[config.mk]
export PLATFORM = sky130hd
export DESIGN_NAME = key_debounce_flat
export DESIGN_NICKNAME = d
export VERILOG_FILES = /design/src/rtl/key_debounce_pkg.sv /design/src/rtl/key_debounce_if.sv /design/src/rtl/key_debounce_cell.sv /design/src/rtl/key_debounce.sv /design/src/flat_wrapper.sv
export SDC_FILE = /design/constraint.sdc
export NUM_CORES = 1
export LEC_CHECK = 0
export ABC_AREA = 1
export CAP_MARGIN = 10
export CORE_ASPECT_RATIO = 1.1
export CORE_MARGIN = 2
export CORE_UTILIZATION = 60
export CTS_CLUSTER_DIAMETER = 80
export DETAILED_ROUTE_END_ITERATION = 10
export PLACE_DENSITY = 0.85
export SYNTH_ARGS = -nofsm -noshare
export SYNTH_HDL_FRONTEND = slang
export SYNTH_HIERARCHICAL = 1
export SYNTH_SLANG_ARGS = --single-unit
export TNS_END_PERCENT = 50
[constraint.sdc]
create_clock -name i_clk -period 4.8 [get_ports i_clk]
set_input_delay 1.44 -clock i_clk [delete_from_list [all_inputs] [get_ports i_clk]]
set_output_delay 1.44 -clock i_clk [all_outputs]
set_load 0.02 [all_outputs]
[src/rtl/key_debounce_pkg.sv]
// key_debounce_pkg
//   Shared types and constants for the key debounce block.
//   - key_fsm_e : per-key debounce state (IDLE, PRESS_CHK, DOWN, REL_CHK)
//   - MS_PER_S  : divides the clock frequency down to the 1 ms tick rate
package key_debounce_pkg;

    typedef enum logic [1:0] {
        IDLE      = 2'd0,
        PRESS_CHK = 2'd1,
        DOWN      = 2'd2,
        REL_CHK   = 2'd3
    } key_fsm_e;

    localparam int unsigned MS_PER_S = 1000;

endpackage

[src/rtl/key_debounce_if.sv]
// key_debounce_if
//   Groups the key pins and the cleaned per-key outputs.
//   - key_n       : raw active-low button pins (driven by the board/master side)
//   - key_state   : debounced level, 1 = pressed
//   - key_press   : 1-cycle strobe on accepted press
//   - key_release : 1-cycle strobe on accepted release
//   - key_long    : 1-cycle strobe on long press
//   modport master : drives key_n, observes the outputs
//   modport slave  : the debouncer side
interface key_debounce_if #(
    parameter int unsigned NUM_KEYS = 4
);
    logic [NUM_KEYS-1:0] key_n;
    logic [NUM_KEYS-1:0] key_state;
    logic [NUM_KEYS-1:0] key_press;
    logic [NUM_KEYS-1:0] key_release;
    logic [NUM_KEYS-1:0] key_long;

    modport master (
        output key_n,
        input  key_state,
        input  key_press,
        input  key_release,
        input  key_long
    );

    modport slave (
        input  key_n,
        output key_state,
        output key_press,
        output key_release,
        output key_long
    );
endinterface

[src/rtl/key_debounce_cell.sv]
// key_debounce_cell
//   One key: 2-FF synchroniser, debounce FSM and tick counter.
//   Optional long-press detection is built when KEY_LONG_PRESS_EN is defined.
//   Ports:
//   - i_clk, i_rst : clock, synchronous active-high reset
//   - i_tick       : shared 1 ms tick (one cycle wide)
//   - i_key_n      : raw asynchronous pin, 0 = pressed
//   - o_state      : debounced level, 1 = pressed
//   - o_press      : 1-cycle strobe on accepted press
//   - o_release    : 1-cycle strobe on accepted release
//   - o_long       : 1-cycle strobe on long press (0 without KEY_LONG_PRESS_EN)
module key_debounce_cell
    import key_debounce_pkg::*;
#(
    parameter int unsigned DEBOUNCE_MS = 20
`ifdef KEY_LONG_PRESS_EN
    ,
    parameter int unsigned LONG_MS     = 1000
`endif
) (
    input  logic i_clk,
    input  logic i_rst,
    input  logic i_tick,
    input  logic i_key_n,
    output logic o_state,
    output logic o_press,
    output logic o_release,
    output logic o_long
);

`ifdef KEY_LONG_PRESS_EN
    localparam int unsigned CNT_MAX = (DEBOUNCE_MS > LONG_MS) ? DEBOUNCE_MS : LONG_MS;
`else
    localparam int unsigned CNT_MAX = DEBOUNCE_MS;
`endif
    localparam int unsigned CNT_W = $clog2(CNT_MAX + 1);

    logic             r_sync1;
    logic             r_sync2;
    logic             w_raw;
    key_fsm_e         r_st;
    key_fsm_e         w_st_nxt;
    logic [CNT_W-1:0] r_cnt;
    logic [CNT_W-1:0] w_cnt_nxt;
    logic [CNT_W-1:0] w_cnt_inc;
    logic             r_press;
    logic             w_press_nxt;
    logic             r_release;
    logic             w_release_nxt;
`ifdef KEY_LONG_PRESS_EN
    logic [CNT_W-1:0] r_hold;
    logic [CNT_W-1:0] w_hold_nxt;
    logic [CNT_W-1:0] w_hold_inc;
    logic             r_long;
    logic             w_long_nxt;
`endif

    assign w_raw     = ~r_sync2;
    assign w_cnt_inc = r_cnt + CNT_W'(i_tick);
`ifdef KEY_LONG_PRESS_EN
    assign w_hold_inc = r_hold + CNT_W'(1);
`endif

    // State register (also holds the synchroniser and registered strobes)
    always_ff @(posedge i_clk) begin
        if (i_rst) begin
            r_sync1   <= 1'b1;
            r_sync2   <= 1'b1;
            r_st      <= IDLE;
            r_cnt     <= '0;
            r_press   <= 1'b0;
            r_release <= 1'b0;
`ifdef KEY_LONG_PRESS_EN
            r_hold    <= '0;
            r_long    <= 1'b0;
`endif
        end else begin
            r_sync1   <= i_key_n;
            r_sync2   <= r_sync1;
            r_st      <= w_st_nxt;
            r_cnt     <= w_cnt_nxt;
            r_press   <= w_press_nxt;
            r_release <= w_release_nxt;
`ifdef KEY_LONG_PRESS_EN
            r_hold    <= w_hold_nxt;
            r_long    <= w_long_nxt;
`endif
        end
    end

    // Next-state logic
    always_comb begin
        w_st_nxt      = r_st;
        w_cnt_nxt     = r_cnt;
        w_press_nxt   = 1'b0;
        w_release_nxt = 1'b0;
`ifdef KEY_LONG_PRESS_EN
        w_hold_nxt    = r_hold;
        w_long_nxt    = 1'b0;
`endif
        case (r_st)
            IDLE: begin
                w_cnt_nxt = '0;
                if (w_raw) begin
                    w_st_nxt = PRESS_CHK;
                end
            end
            PRESS_CHK: begin
                if (!w_raw) begin
                    w_st_nxt  = IDLE;
                    w_cnt_nxt = '0;
                end else if (w_cnt_inc == CNT_W'(DEBOUNCE_MS)) begin
                    w_st_nxt    = DOWN;
                    w_cnt_nxt   = '0;
                    w_press_nxt = 1'b1;
`ifdef KEY_LONG_PRESS_EN
                    w_hold_nxt  = '0;
`endif
                end else begin
                    w_cnt_nxt = w_cnt_inc;
                end
            end
            DOWN: begin
                if (!w_raw) begin
                    w_st_nxt  = REL_CHK;
                    w_cnt_nxt = '0;
                end
`ifdef KEY_LONG_PRESS_EN
                // Hold count saturates at LONG_MS so the strobe fires once per hold
                else if (i_tick && (r_hold != CNT_W'(LONG_MS))) begin
                    w_hold_nxt = w_hold_inc;
                    w_long_nxt = (w_hold_inc == CNT_W'(LONG_MS));
                end
`endif
            end
            REL_CHK: begin
                // A bounce back to pressed resumes DOWN with the hold count intact
                if (w_raw) begin
                    w_st_nxt  = DOWN;
                    w_cnt_nxt = '0;
                end else if (w_cnt_inc == CNT_W'(DEBOUNCE_MS)) begin
                    w_st_nxt      = IDLE;
                    w_cnt_nxt     = '0;
                    w_release_nxt = 1'b1;
                end else begin
                    w_cnt_nxt = w_cnt_inc;
                end
            end
            default: begin
                w_st_nxt  = IDLE;
                w_cnt_nxt = '0;
            end
        endcase
    end

    // Outputs
    always_comb begin
        o_state   = (r_st == DOWN) || (r_st == REL_CHK);
        o_press   = r_press;
        o_release = r_release;
`ifdef KEY_LONG_PRESS_EN
        o_long    = r_long;
`else
        o_long    = 1'b0;
`endif
    end

endmodule

[src/rtl/key_debounce.sv]
// key_debounce
//   Reads NUM_KEYS active-low push-buttons; synchronises, debounces and edge-detects
//   each one. One shared 1 ms prescaler fans a tick out to one cell per key.
//   Optional feature macro: KEY_LONG_PRESS_EN (enables the key_long strobe).
//   Ports:
//   - i_clk : system clock (CLK_FREQ Hz)
//   - i_rst : synchronous active-high reset
//   - bus   : key_debounce_if.slave (key_n in; key_state/press/release/long out)
module key_debounce
    import key_debounce_pkg::*;
#(
    parameter int unsigned CLK_FREQ    = 48_000_000,
    parameter int unsigned NUM_KEYS    = 4,
    parameter int unsigned DEBOUNCE_MS = 20,
    parameter int unsigned LONG_MS     = 1000
) (
    input  logic                  i_clk,
    input  logic                  i_rst,
    key_debounce_if.slave         bus
);

    localparam int unsigned TICK_DIV = CLK_FREQ / MS_PER_S;
    localparam int unsigned PRE_W    = (TICK_DIV > 1) ? $clog2(TICK_DIV) : 1;

    if ((NUM_KEYS < 1) || (NUM_KEYS > 16) || (DEBOUNCE_MS < 1) || (LONG_MS < 1) ||
        (TICK_DIV < 1)) begin : g_param_err
        $error("key_debounce: parameter out of range");
    end

    logic [PRE_W-1:0]    r_div;
    logic                w_tick;
    logic [NUM_KEYS-1:0] w_state;
    logic [NUM_KEYS-1:0] w_press;
    logic [NUM_KEYS-1:0] w_release;
    logic [NUM_KEYS-1:0] w_long;

    assign w_tick = (r_div == PRE_W'(TICK_DIV - 1));

    // Free-running 1 ms prescaler
    always_ff @(posedge i_clk) begin
        if (i_rst || w_tick) begin
            r_div <= '0;
        end else begin
            r_div <= r_div + PRE_W'(1);
        end
    end

    for (genvar i = 0; i < NUM_KEYS; i++) begin : g_key
        key_debounce_cell #(
            .DEBOUNCE_MS (DEBOUNCE_MS)
`ifdef KEY_LONG_PRESS_EN
            ,
            .LONG_MS     (LONG_MS)
`endif
        ) u_cell (
            .i_clk     (i_clk),
            .i_rst     (i_rst),
            .i_tick    (w_tick),
            .i_key_n   (bus.key_n[i]),
            .o_state   (w_state[i]),
            .o_press   (w_press[i]),
            .o_release (w_release[i]),
            .o_long    (w_long[i])
        );
    end

    assign bus.key_state   = w_state;
    assign bus.key_press   = w_press;
    assign bus.key_release = w_release;
    assign bus.key_long    = w_long;

endmodule
[src/flat_wrapper.sv]
// flat-port wrapper written by rule: the top's interface ports become plain ports
module key_debounce_flat import key_debounce_pkg::*;
#(
    parameter int unsigned CLK_FREQ    = 48_000_000,
    parameter int unsigned NUM_KEYS    = 4,
    parameter int unsigned DEBOUNCE_MS = 20,
    parameter int unsigned LONG_MS     = 1000
)
  (i_clk, i_rst, bus_key_n, bus_key_state, bus_key_press, bus_key_release, bus_key_long);
  key_debounce_if #(.NUM_KEYS(NUM_KEYS)) bus_i ();
  input  logic i_clk;
  input  logic i_rst;
  input wire logic [$bits(bus_i.key_n)-1:0] bus_key_n;
  output wire logic [$bits(bus_i.key_state)-1:0] bus_key_state;
  output wire logic [$bits(bus_i.key_press)-1:0] bus_key_press;
  output wire logic [$bits(bus_i.key_release)-1:0] bus_key_release;
  output wire logic [$bits(bus_i.key_long)-1:0] bus_key_long;
  assign bus_i.key_n = bus_key_n;
  assign bus_key_state = bus_i.key_state;
  assign bus_key_press = bus_i.key_press;
  assign bus_key_release = bus_i.key_release;
  assign bus_key_long = bus_i.key_long;
  key_debounce #(.CLK_FREQ(CLK_FREQ), .NUM_KEYS(NUM_KEYS), .DEBOUNCE_MS(DEBOUNCE_MS), .LONG_MS(LONG_MS)) u_core (.i_clk(i_clk), .i_rst(i_rst), .bus(bus_i));
endmodule
==> After elaboration in Yosys (flattened, before gate mapping) <==
Index checks and enable logic that the tools add are counted.
{ "word_totals": {"reg_bits": 60, "latchBits": 0, "mem_bits_rw": 0, "mem_bits_ro": 0, "out_inout_bits": 16, "wordCells": 148, "n_memories": 0} }
{ "op_classes": {"add_sub_neg": 5, "n_mul": 0, "div": 0, "magnitude_cmp": 0, "eq_ne": 33, "n_shift": 0, "mux": 52, "bitwise_logic": 12, "reduce_logical": 21} }
{ "op_table": {"columns": ["cell", "n"], "rows": [
  ["5-bit two-way mux", 16],
  ["5-bit one-hot mux with 4 select lines", 4],
  ["2-bit two-way mux", 24],
  ["2-bit one-hot mux with 4 select lines", 4],
  ["3-bit inequality test, second input constant", 8],
  ["3-bit OR reduction", 8],
  ["5-bit by 1-bit adder with 5-bit output", 4],
  ["5-bit equality test, second input constant", 4],
  ["16-bit by 1-bit adder with 16-bit output, second input constant", 1],
  ["16-bit equality test, second input constant", 1],
  ["2-bit equality test, second input constant", 8],
  ["2-bit inequality test, second input constant", 8],
  ["4-bit AND reduction", 4],
  ["1-bit inverter", 12],
  ["2-bit by 1-bit equality test with 1-bit output, second input constant", 4],
  ["2-bit logical NOT", 4],
  ["1-bit logical OR", 5],
  ["1-bit two-way mux", 4]
]} }

==> Longest topological paths before layout <==
Gate-level depths: netlist of run 1.
{ "depth": {"depth_word": 6, "mapped_depth": 16, "depth_no_buf": 16} }

==> By module <==
The synthesis of run 1 kept the hierarchy.
{ "by_module_without_submodules": {"columns": ["mod", "instances", "cells_per_inst", "area_per_inst_um2", "seq_area_each_um2"], "rows": [
  ["key_debounce_cell at u_core.g_key[0].u_cell ...", 3, 75, 548.0, 220.2],
  ["key_debounce", 1, 130, 858.3, 320.3],
  ["key_debounce_cell at u_core.g_key[3].u_cell", 1, 72, 534.3, 220.2]
]} }

==> Worst setup path before layout of run 1 <==
No wires, ideal clock.
{ "synth_timing": {"path_type": "register -> register", "start": "register u_core.r_div[0]", "end": "register (tool-made name)", "setup_ps": 128, "arrival_time_ps": 2512, "required_ps": 4672, "slack_ps": 2160, "path_stages_with_launch": 16, "path_buffers": 0, "cell_sequence": "dfxtp_1 -> ha_1 -> nand3_2 -> nor2_1 -> inv_1 -> nor4_1 -> ha_1 -> ha_1 -> nor2_1 -> nand3_1 -> nor2_2 -> nand2_2 -> nand2_2 -> nand3_1 -> nand2_1 -> a21oi_2"} }
{ "synth_lines": {"columns": ["item", "line", "source"], "rows": [
  ["start: declaration", "key_debounce.sv:30", "logic [PRE_W-1:0] r_div;"],
  ["start signal: assignment", "key_debounce.sv:44", "r_div <= r_div + PRE_W'(1);"]
]} }

==> results of run 1 <==
==> worst min path at each step <==
stage | endpoint | from | slack, ns | depth (start not counted)
global placement | u_core/g_key[3].u_cell/r_sync2$_SDFF_PP1_ | u_core/g_key[3].u_cell/r_sync1$_SDFF_PP1_ | 0.39 | 1
detailed placement | u_core/g_key[0].u_cell/r_sync2$_SDFF_PP1_ | u_core/g_key[0].u_cell/r_sync1$_SDFF_PP1_ | 0.40 | 1
global route | u_core/g_key[0].u_cell/r_sync2$_SDFF_PP1_ | u_core/g_key[0].u_cell/r_sync1$_SDFF_PP1_ | 0.43 | 1
CTS | u_core/g_key[3].u_cell/r_sync2$_SDFF_PP1_ | u_core/g_key[3].u_cell/r_sync1$_SDFF_PP1_ | 0.42 | 1
floorplan | u_core/g_key[0].u_cell/r_sync2$_SDFF_PP1_ | u_core/g_key[0].u_cell/r_sync1$_SDFF_PP1_ | 0.39 | 1
finish | u_core/g_key[0].u_cell/r_sync2$_SDFF_PP1_ | u_core/g_key[0].u_cell/r_sync1$_SDFF_PP1_ | 0.42 | 1
==> cell usage after synthesis, drive strengths merged <==
cell type,instances,area share
conb,4,0.0049
o21ai,1,0.0016
o21bai,3,0.012
clkinv,1,0.0016
nand3,32,0.066
xor2,3,0.0087
nand2,113,0.15
nand4,22,0.045
a21oi,16,0.028
buf,5,0.014
nor2,63,0.087
nor4,1,0.0021
dfxtp,60,0.40
ha,9,0.037
nor3,6,0.020
clkbuf,8,0.0099
xnor2,3,0.0087
nand3b,1,0.0025
inv,60,0.074
a22oi,8,0.020
or2,8,0.016
==> per-layer routing <==
| metal | up-vias | part of all wire | wire length, µm |
|---|---|---|---|
| met5 | - | 0 | 0 |
| li1 | 1371 | - | - |
| met2 | 34 | 0.50 | 2903 |
| met4 | 0 | 0.018 | 103 |
| met1 | 1210 | 0.44 | 2564 |
| met3 | 9 | 0.035 | 202 |
==> per-stage QoR <==
stage	setup slack, ns	instance area (µm²)
detailed placement	1.564	3216
global route	1.281	3432
CTS	1.605	3432
floorplan	2.160	3037
finish	1.605	3432
global placement	1.606	3216
==> worst max-delay path: cells and delay by family (launching register included) <==
family | cells | cell delay, ns
flops | 1 | 0.37
compound gates | 2 | 0.19
simple gates | 9 | 1.56
buf+inv | 2 | 0.14
fa+ha+maj | 3 | 0.76
==> logic make-up after synthesis <==
family | Yosys count | share of synthesized area
buf+inv | 74 | 0.09930
simple gates | 246 | 0.3844
other cells | 4 | 0.004943
fa+ha+maj | 9 | 0.03708
xor+xnor | 6 | 0.01731
flops | 60 | 0.3955
compound gates | 28 | 0.06139
==> sequential cells by signal, indices dropped and copies added, names as in the netlist, named ones only <==
name / count
u_core/g_key.u_cell/r_cnt: 20
u_core/g_key.u_cell/r_st: 4
u_core/r_div: 16
u_core/g_key.u_cell/r_sync1: 4
u_core/g_key.u_cell/r_sync2: 4
u_core/g_key.u_cell/o_press: 4
u_core/g_key.u_cell/o_release: 4
==> area by class of cell <==
type | count | area (µm²) | share of cell area
Tap cell | 58 | 72.57 | 0.02114
Clock inverter | 5 | 75.07 | 0.02187
Timing Repair Buffer | 18 | 177.7 | 0.05177
Sequential cell | 60 | 1201 | 0.3500
Multi-Input combinational cell | 293 | 1534 | 0.4470
Inverter | 61 | 230.2 | 0.06708
Clock buffer | 11 | 141.4 | 0.04120
==> power by group through the flow <==
stage	Sequential [µW]	Clock [µW]	Combinational [µW]
2_1_floorplan	520	0	25.5
3_3_place_gp	521	0	29.6
3_5_place_dp	521	0	30.7
4_1_cts	510	505	30.9
5_1_grt	510	528	34.9
6_report	510	499	30.6
==> impl_metrics.yaml, run 1 <==
pwr:
  pwr-share-clk: 0.480
  seqPwrFrac: 0.491
  ir_worst_vdd_mv: 0.2549
  switchingPower_uw: 218.6
  combPwrFrac: 0.029
  fin_total_pwr_uw: 1039
  p_int_uw: 820.5
  leakage_uw: 0.001398
  power.density_nw_per_um2: 302.8
  swShare: 0.2104
sta:
  skew_ns: 0.008625
  fmax_ghz: 0.3130
  holdWs_ns: 0.4167
  rsz0062_at_grt: "no"
  setup_viol: 0
  relSlewSlack: 0.3648
  final.setup.tns_ns: 0
  finalHoldViolCount: 0
  period_needed_ns: 3.195
  tightest_slew_ns: 0.9498
  finalMaxSlewViolations: 0
  post-route-period-util: 0.6657
grt:
  grt_start_max_net_pins: 28
  grt_first_pass_wirelength_um: 10250
  top_usage_layer: "met2"
  grt_pass1_vias: 2493
  grt.overflow.total: 0
  use_met1: 0.2694
  grt_util_met3: 0.05777
  grt_use_total: 0.2252
  antenna_found_initial: 0
  use_met2: 0.3750
critical_path:
  reg2regPathDepth: 16
  crit_slowest_cell: "nor4_1"
  ff2ff_setup_slack_ns: 1.60
  worst-setup-path-type: "reg -> reg"
  worstPathRequired_ns: 4.99
  crit_chain: "ha_1 > nand3_2 > nor2_1 > inv_1 > nor4_1 > ha_1 > ha_1 > nand2_1 > o21bai_2 > nand2_1 > inv_2 > nand2_2 > nand2_2 > nand3_1 > nand2_1 > a21oi_2"
  crit_arrival_ns: 3.38
  crit-reg2reg-launch: "u_core/r_div[0]$_SDFF_PP0_"
  crit_path_max_incr_delay_ns: 0.67
  critPathLaunchType: "register"
  endpoint_kind: "register"
  startpoint: "u_core/r_div[0]$_SDFF_PP0_"
  crit_fanout: 4
cells_and_area:
  diodes: 0
  final_cell_count_no_fill: 506
  area_delta_synth_final_pct: 13.02
  final_common_cell: "nand2_1"
  nets: 458
  drive_above_1_share: 0.1295
  final_core_util: 0.6958
  final_cell_mix: "nand2_1, dfxtp_1, nor2_1"
  fill_cells: 406
detailed_routing:
  post_drt_wl_per_cell_um: 11.41
  num_vias: 2624
  vias_per_cell: 5.186
  firstDrtPassIters: 5
  drc: 0
  detail_route.iter0.violations: 156
  totalWireLength_um: 5772
  ant_nets: 0
placement:
  dp_cells: 490
  port_buffers: 17
  gp_routability_congestion: 0.8836
  dp_hpwl_um: 4082
clock_network:
  cts.path.max_buffers: 2
  cts.sinks: 60
  cts_setup_buffers: 0
  root_buffer: "clkbuf_8"
  htree_levels: 3
  ctsHoldBuffers: 0
  cts_tree: "built"
  clk_pin_slew_ns: 0.07
  cts_buffers: 9
  post_cts_resized: 0
  insertion_delay_ns: 0.34
status:
  status: "completed"
synth:
  synth_fp_nets: 442
  yosysWarnings: 6
  synthCells: 427
  yosysUniqueCellTypes: 30
  ys_seq_area_frac: 0.3956
  avgSynthCellArea_um2: 7.112
  ys_seq_elements: 60
  syn_area_um2: 3037
floorplanning:
  chipWidth_um: 71.83
  die_area_um2: 5647
  ioPinCount: 22
  core_um2: 4932
  fp.dieH_um: 78.62
  start_util: 0.6157
  std_cell_rows: 27
job:
  timing.max_cap.violations: 0
worst_hold_path:
  hold_path_class: "reg -> reg"
No activity file was read; power rests on OpenSTA's default activity.
==> run 2: changes to the inputs <==
--- a/config.mk
+++ b/config.mk
@@ -9,10 +9,10 @@
 export CAP_MARGIN = 10
 export CORE_ASPECT_RATIO = 1.1
 export CORE_MARGIN = 2
-export CORE_UTILIZATION = 60
+export CORE_UTILIZATION = 53
 export CTS_CLUSTER_DIAMETER = 80
 export DETAILED_ROUTE_END_ITERATION = 10
-export PLACE_DENSITY = 0.85
+export PLACE_DENSITY = 0.8
 export SYNTH_ARGS = -nofsm -noshare
 export SYNTH_HDL_FRONTEND = slang
 export SYNTH_HIERARCHICAL = 1
==> constraint.sdc (replaced) <==
create_clock -name i_clk -period 2.85 [get_ports i_clk]
set_input_delay 0.855 -clock i_clk [delete_from_list [all_inputs] [get_ports i_clk]]
set_output_delay 0.855 -clock i_clk [all_outputs]
set_load 0.02 [all_outputs]
==> run 2 against run 1 <==
Die area increased by 12%. Power increased by 57%. Worst hold slack got worse by 0.0036 ns. Cell area increased by 0.66%. Non-clock buffer count increased by 1. Worst setup slack got worse by 1.4 ns.
==> impl_metrics.yaml, run 2 (synthesized netlist as in run 1, its figures left out) <==
status:
  status: "completed"
cells_and_area:
  drive_above_1_share: 0.1336
  regMostFlops: "u_core/g_key.u_cell/r_cnt"
  reg_top3: "u_core/g_key.u_cell/r_cnt (20), u_core/r_div (16)"
  final_cell_area_um2: 3455
  fill_cells: 461
  final_common_cell: "nand2_1"
  largest_reg_flops: 20
  area_delta_synth_final_pct: 13.76
  final_cell_mix: "nand2_1, dfxtp_1, nor2_1"
  nets: 459
  diodes: 0
sta:
  setup_ws_ns: 0.2501
  period_needed_ns: 2.600
  final.setup.tns_ns: 0
  skew_ns: 0.005921
  finalMaxSlewViolations: 0
  finalHoldViolCount: 0
  rsz0062_at_grt: "no"
  post-route-period-util: 0.9123
  setup_viol: 0
  holdWs_ns: 0.4130
  fmax_ghz: 0.3846
clock_network:
  root_buffer: "clkbuf_8"
  cts_tree: "built"
  insertion_delay_ns: 0.33
  cts_buffers: 9
  clk_pin_slew_ns: 0.07
  htree_levels: 3
  cts.path.max_buffers: 2
  cts.sinks: 60
pwr:
  power.density_nw_per_um2: 473.0
  ir_worst_vdd_mv: 0.2683
  leakage_uw: 0.001389
grt:
  grt_start_max_net_pins: 32
  grt_use_total: 0.1791
  grt_first_pass_wirelength_um: 9597
  grt_pass1_vias: 2411
  grt.overflow.total: 0
  antenna_found_initial: 0
worst_hold_path:
  hold_path_class: "reg -> reg"
detailed_routing:
  drc: 0
  detail_route.iter0.violations: 195
  vias_per_cell: 5.042
  firstDrtPassIters: 4
  post_drt_wl_per_cell_um: 10.19
  totalWireLength_um: 5340
  ant_nets: 0
  num_vias: 2642
critical_path:
  cpLargestDelayFamily: "simple AND/OR/NAND/NOR gates"
  crit_arrival_ns: 2.80
  crit_slowest_cell: "dfxtp_1"
  crit_path_max_incr_delay_ns: 0.38
  crit_chain: "ha_1 > nand3_2 > nor2_4 > inv_1 > nor4_2 > buf_4 > ha_1 > ha_1 > nor2_1 > nand3_1 > nor2_2 > nand2_2 > nand2_2 > nand3_1 > nand2_1 > a21oi_2"
  crit_fanout: 4
  cp_common_cell: "ha_1"
  worstPathRequired_ns: 3.05
  worst-setup-path-type: "reg -> reg"
  critPathLaunchType: "register"
  cp_num_buf_inv: 2
  ff2ff_setup_slack_ns: 0.25
  endpoint_kind: "register"
floorplanning:
  core_um2: 5465
  ioPinCount: 22
  std_cell_rows: 28
  start_util: 0.5556
  die_area_um2: 6352
  fp.dieH_um: 83.39
  chipWidth_um: 76.17
placement:
  gp_routability_congestion: 0.8531
  post_dp_cell_area_um2: 3257
  pre_cts_ws_ns: 0.1311
  port_buffers: 17
  dp_hpwl_um: 3874
job:
  timing.max_cap.violations: 0
[run 2: cell types whose count changed in the layout (fill, tap and decap cells not counted), sizes merged]
cell      change
clkinvlp      +1
buf           +1
bufinv        -1
[run 2: power by group]
group | switching (µW) | leakage, µW | internal (µW)
combinational | 31.5 | 0.000810 | 22.2
clock | 322 | 0.0000931 | 400
sequential | 8.97 | 0.000486 | 850
total | 362 | 0.00139 | 1270
[run 2: final cells by class]
class	count	area (µm²)	share of cell area
multi-input combinational	293	1548	0.4480
clock buffer	11	131.4	0.03803
tap	75	93.84	0.02716
sequential	60	1201	0.3477
clock inverter	5	52.55	0.01521
inverter	61	230.2	0.06664
timing repair buffer	19	197.7	0.05723
[run 2: what timing repair did]
| action | CTS | global route |
|---|---|---|
| resized for setup | 0 | 3 |
| setup buffers | 0 | 0 |
| endpoints found under the setup margin | 0 | 5 |
| endpoints found under the hold margin | 0 | 0 |
| hold buffers | 0 | 0 |
[run 2: routing by layer]
layer,global-route usage,wire [µm]
met5,0,0
met1,0.2145,2501
met4,0.07107,60
met3,0.04348,150
met2,0.3084,2628
[run 2: worst reg2reg max path, cell delays in order (launching register included)]
cell and delay (ns):
dfxtp_1 0.38, ha_1 0.23, nand3_2 0.15, nor2_4 0.15
inv_1 0.06, nor4_2 0.16, buf_4 0.18, ha_1 0.19
ha_1 0.25, nor2_1 0.09, nand3_1 0.09, nor2_2 0.16
nand2_2 0.08, nand2_2 0.07, nand3_1 0.08, nand2_1 0.09
a21oi_2 0.05
[run 2: per-stage QoR]
stage	utilization	total power, µW	cells
final	0.6321	1634	524
after global placement	0.5959	929.2	508
after detailed placement	0.5959	931.2	508
after CTS	0.6296	1652	524
after global routing	0.6321	1702	524
after floorplan	-	918.4	427
[run 2: path summary, 6_finish.rpt]
path | end | from | depth (start not counted)
worst max-delay path | register | u_core/r_div[0]$_SDFF_PP0_ | 16
worst min-delay path | u_core/g_key[2].u_cell/r_sync2$_SDFF_PP1_ | u_core/g_key[2].u_cell/r_sync1$_SDFF_PP1_ | 1
worst max register to register | register | u_core/r_div[0]$_SDFF_PP0_ | 16
worst min register to register | u_core/g_key[2].u_cell/r_sync2$_SDFF_PP1_ | u_core/g_key[2].u_cell/r_sync1$_SDFF_PP1_ | 1
==> variant 1 (settings of run 2) <==
Re-encode `key_fsm_e` (4 states) as Gray code, 2 bits wide.
--- a/src/rtl/key_debounce_pkg.sv
+++ b/src/rtl/key_debounce_pkg.sv
@@ -5,10 +5,10 @@
 package key_debounce_pkg;
 
     typedef enum logic [1:0] {
-        IDLE      = 2'd0,
-        PRESS_CHK = 2'd1,
-        DOWN      = 2'd2,
-        REL_CHK   = 2'd3
+        IDLE      = 2'b00,
+        PRESS_CHK = 2'b01,
+        DOWN      = 2'b11,
+        REL_CHK   = 2'b10
     } key_fsm_e;
 
     localparam int unsigned MS_PER_S = 1000;
Function: same outputs for any inputs over 10 cycles, from zero or initial values and one cycle with i_rst high; not proved beyond that.
==> variant 1 against run 2 <==
- worst setup slack got worse by 0.12 ns
- sequential cell count did not move
- synthesized area rose by 11%
- maximum frequency fell by 4.6%
- first-iteration DRC count fell by 4.6%
- wire length rose by 15%
- synthesized cell count rose by 8.0%
- count of clock-buffer cells in the layout rose by 3
- cell area rose by 10%
Power is not compared: it rests on default switching activity, and its combinational part moved more than twofold at a synthesized area within 25%.
==> variant 1: results (changes against run 2) <==
CTS Buffer Depth 2 (unchanged); R2R Setup Slk 0.29 ns (was 0.25 ns); IO buf count 17 (unchanged); gr usage total 0.197 (was 0.179); hold_ws 0.406 ns (was 0.413 ns); Reg2Reg Capture Point u_core/g_key[2].u_cell/r_st[1]; RR Startpoint u_core/r_div[1] (was u_core/r_div[0]); share of cells above drive strength 1 0.162 (was 0.134); GPL Wtd Cong 0.857 (was 0.853); DP Area 3620 µm² (was 3260 µm²); Fill cells 581 (was 461); status finished, final reports clean (unchanged); delay-heaviest family, CP buffers and inverters (was simple AND/OR/NAND/NOR gates); placed insts 552 (was 508); CP Launch Point u_core/g_key[2].u_cell/r_st[0] (was u_core/r_div[0]); Slowest-stage cell, CP clkdlybuf4s50_1 (was dfxtp_1); sw frac 0.336; vias in the first global route 2716 (was 2411); Post-Synth Adder-Cell Area 0.108 (was 0.0371); Reg2Reg Depth 17 (was 16); Post-Route WL 6.16 mm (was 5.34 mm); Tcrit/Tclk final 0.956 (was 0.912); CTS HTree Levels 3 (unchanged); pin count of the biggest net entering global routing 40 (was 32); Seq pwr share 0.396; Yosys warning count 6 (unchanged); routed vias 2920 (was 2642); commonest cells in the netlist nand2_1 (101), dfxtp_1 (60), inv_1 (52), nor2_1 (46), a21oi_1 (40) (was nand2_1 (106), dfxtp_1 (60), nor2_1 (58), inv_1 (56), nand3_1 (24)); Post-CTS Resized 0 (unchanged); Layout Nets 518 (was 459); Internal Power 0.00162 W; Clock Root Buffer clkbuf_8 (unchanged); worst skew pair latency 0.33 ns (about the same); crit path DAT 1.87 ns (was 2.80 ns); Hold Path Sink u_core/g_key[3].u_cell/r_sync2 (was u_core/g_key[2].u_cell/r_sync2); CTS clk-pin slew, worst paths 0.05 ns (was 0.07 ns); worst slack, placed 0.262 ns (was 0.131 ns); Synth Area in XOR/XNOR 0.0156 (was 0.0173); sequential cell area fraction in the yosys report 0.357 (was 0.396); vias per cell 5.15 (was 5.04); DP HPWL 4.40 mm (was 3.87 mm); post-route clock skew 0.00892 ns (was 0.00592 ns); Critical Path End bus_key_state[2]; Synth Area in Compound Gates 0.0914 (was 0.0614); synth top area cells dfxtp_1 (36%), nand2_1 (11%), ha_1 (11%) (was dfxtp_1 (40%), nand2_1 (13%), nor2_1 (7.2%)); Worst Hold Class flop to flop (unchanged); Synth Net Count 496 (was 442); Num CTS Buffers 9 (unchanged); DRT iter0 DRCs 186 (was 195); first-pass GRT wire length 11.0 mm (was 9.60 mm); multiplexer share of the synthesized area 0 (unchanged); Post-synth top flop dfxtp_1 (unchanged); largest registers u_core/g_key.u_cell/r_cnt x20, u_core/r_div x16, u_core/g_key.u_cell/r_st x8 (was u_core/g_key.u_cell/r_cnt x20, u_core/r_div x16); clock-net power 0.000716 W; hold_sp u_core/g_key[3].u_cell/r_sync1 (was u_core/g_key[2].u_cell/r_sync1); slowest stage delay, CP 0.54 ns (was 0.38 ns); Synth Area per Inst 7.30 µm² (was 7.11 µm²)
-- variant 1: changes by cell type in the layout (fill, tap and decap cells not counted), moves of 6 or more --
cell,change
nand2_2,+9
ha_1,+18
a22oi_1,-8
nand3_2,-6
a21oi_1,+25
nor3_2,-6
or2_2,+8
nor2_2,+7
nor2_1,-11
-- variant 1: per-layer routing --
| metal | up-vias | track usage | routed length (µm) |
|---|---|---|---|
| met5 | - | 0 | 0 |
| met4 | 0 | 0.0693 | 77 |
| met3 | 7 | 0.0536 | 193 |
| met2 | 41 | 0.358 | 3160 |
| met1 | 1357 | 0.220 | 2720 |
| li1 | 1515 | - | - |
-- variant 1: final cells by class --
| cell class | count | area, µm² | share of cell area |
|---|---|---|---|
| inverter | 57 | 215 | 0.0564 |
| timing repair buffer | 20 | 205 | 0.0538 |
| sequential | 60 | 1200 | 0.315 |
| clock inverter | 1 | 5.00 | 0.00131 |
| multi-input combinational | 335 | 1910 | 0.499 |
| tap | 80 | 100 | 0.0262 |
| clock buffer | 14 | 183 | 0.0479 |
==> variant 2 (settings of run 2) <==
Without the edit above. The option `KEY_LONG_PRESS_EN` is turned on by a define.
--- a/src/rtl/key_debounce_cell.sv
+++ b/src/rtl/key_debounce_cell.sv
@@ -9,6 +9,8 @@
 //   - o_press      : 1-cycle strobe on accepted press
 //   - o_release    : 1-cycle strobe on accepted release
 //   - o_long       : 1-cycle strobe on long press (0 without KEY_LONG_PRESS_EN)
+`define KEY_LONG_PRESS_EN
+
 module key_debounce_cell
     import key_debounce_pkg::*;
 #(
Formal check against the unedited RTL: same outputs for any inputs over 10 cycles, from zero or initial values and one cycle with i_rst high; that may be too few to reach the edited logic, so the function may still have changed.
==> variant 2 against run 2 <==
- wire length rose to 2.9 times the old value
- highest routed layer unchanged
- cell area up 150%
- synthesized area up 130%
- synthesized cell count up 150%
- worst setup slack worse by 0.18 ns
- total power up 150%
- clock skew up 0.00082 ns
- sequential cell count up 64
==> variant 2: results (changes against run 2) <==
post-route clock skew 0.00674 ns (was 0.00592 ns); CP Launch Point u_core/r_div[1] (was u_core/r_div[0]); CTS clk-pin slew, worst paths 0.05 ns (was 0.07 ns); routed wl met3 631 µm (was 150 µm); synth top area cells dfxtp_1 (36%), nand2_1 (15%), inv_1 (7.4%) (was dfxtp_1 (40%), nand2_1 (13%), nor2_1 (7.2%)); vias per cell 5.22 (was 5.04); DP Area 7490 µm² (was 3260 µm²); commonest cells in the netlist nand2_1 (276), inv_1 (137), nor2_1 (129), dfxtp_1 (124), nand3_1 (99) (was nand2_1 (106), dfxtp_1 (60), nor2_1 (58), inv_1 (56), nand3_1 (24)); clk_buf instances 24 (was 11); Layout clock area frac 0.0671 (was 0.0532); status finished, final reports clean (unchanged); Non-clock inverters 141 (was 61); first-pass detailed-route iteration total 5 (was 4); routed metal-1 wirelength 7.03 mm (was 2.50 mm); Post-Layout Inst Area 8640 µm² (was 3450 µm²); sequential share of cell area 0.288 (was 0.348); IO buf count 21 (was 17); pin count of the biggest net entering global routing 36 (was 32); M3 GR Usage 0.0569 (was 0.0435); Data buffer area share 0.0629 (was 0.0572); GPL Wtd Cong 0.852 (was 0.853); first-pass GRT wire length 25.0 mm (was 9.60 mm); crit path DAT 3.14 ns (was 2.80 ns); hold_sp u_core/g_key[0].u_cell/r_sync1 (was u_core/g_key[2].u_cell/r_sync1); met1 usage 0.259 (was 0.215); DP HPWL 10.3 mm (was 3.87 mm); worst slack, placed -0.144 ns (was 0.131 ns); Synth Area per Inst 6.66 µm² (was 7.11 µm²); Clock Root Buffer clkbuf_16 (was clkbuf_8); largest registers u_core/g_key.u_cell/r_cnt x40, u_core/g_key.u_cell/r_hold x40, u_core/r_div x16 (was u_core/g_key.u_cell/r_cnt x20, u_core/r_div x16); Die W 113 µm (was 76.2 µm); Synth cell types 36 (was 30); Num CTS Buffers 17 (was 9); Pleak 3.39 nW (was 1.39 nW)
[variant 2: cell count changes in the layout (fill, tap and decap cells not counted), moves of 28 or more]
cell / run 2 / this run
nand2_2: 7 / 35
nand2_1: 106 / 260
buf_4: 1 / 36
nor2_1: 57 / 121
a21oi_1: 15 / 60
inv_1: 56 / 132
dfxtp_1: 60 / 122
nand3_1: 24 / 73
[variant 2: repair_timing]
item | CTS | global route
cloned | 0 | 2
endpoints found under the setup margin | 37 | 70
setup buffers | 2 | 17
hold buffers | 0 | 0
resized for setup | 4 | 94
pin swaps | 2 | 62
[variant 2: report_power, final]
group / switching [W] / total [W] / internal [W]
Clock: 0.000748 / 0.00211 / 0.00137
Sequential: 0.0000232 / 0.00178 / 0.00176
Combinational: 0.000117 / 0.000175 / 0.0000570
[variant 2: worst max-delay path, cell delays in order, from the launching register on]
cell and delay, ns:
dfxtp_4 0.36, ha_4 0.14, nand3_4 0.08, nor2_4 0.10
inv_2 0.05, nor4_4 0.28, buf_4 0.22, ha_4 0.15
ha_4 0.15, nand3_1 0.09, nand2_1 0.11, nand2_2 0.06
nor2_2 0.10, nand2_2 0.08, nor2_2 0.09, nand4_1 0.11
nand2_2 0.16, buf_6 0.16, nand3_2 0.07, a21oi_2 0.14
[variant 2: path summary, 6_finish.rpt]
check,end,slack (ns),cells past startpoint
setup / recovery,u_core/g_key[2].u_cell/r_hold[6],0.07,19
hold / removal,u_core/g_key[0].u_cell/r_sync2,0.41,1
setup reg to reg,u_core/g_key[2].u_cell/r_hold[6],0.07,19
hold reg to reg,u_core/g_key[0].u_cell/r_sync2,0.41,1
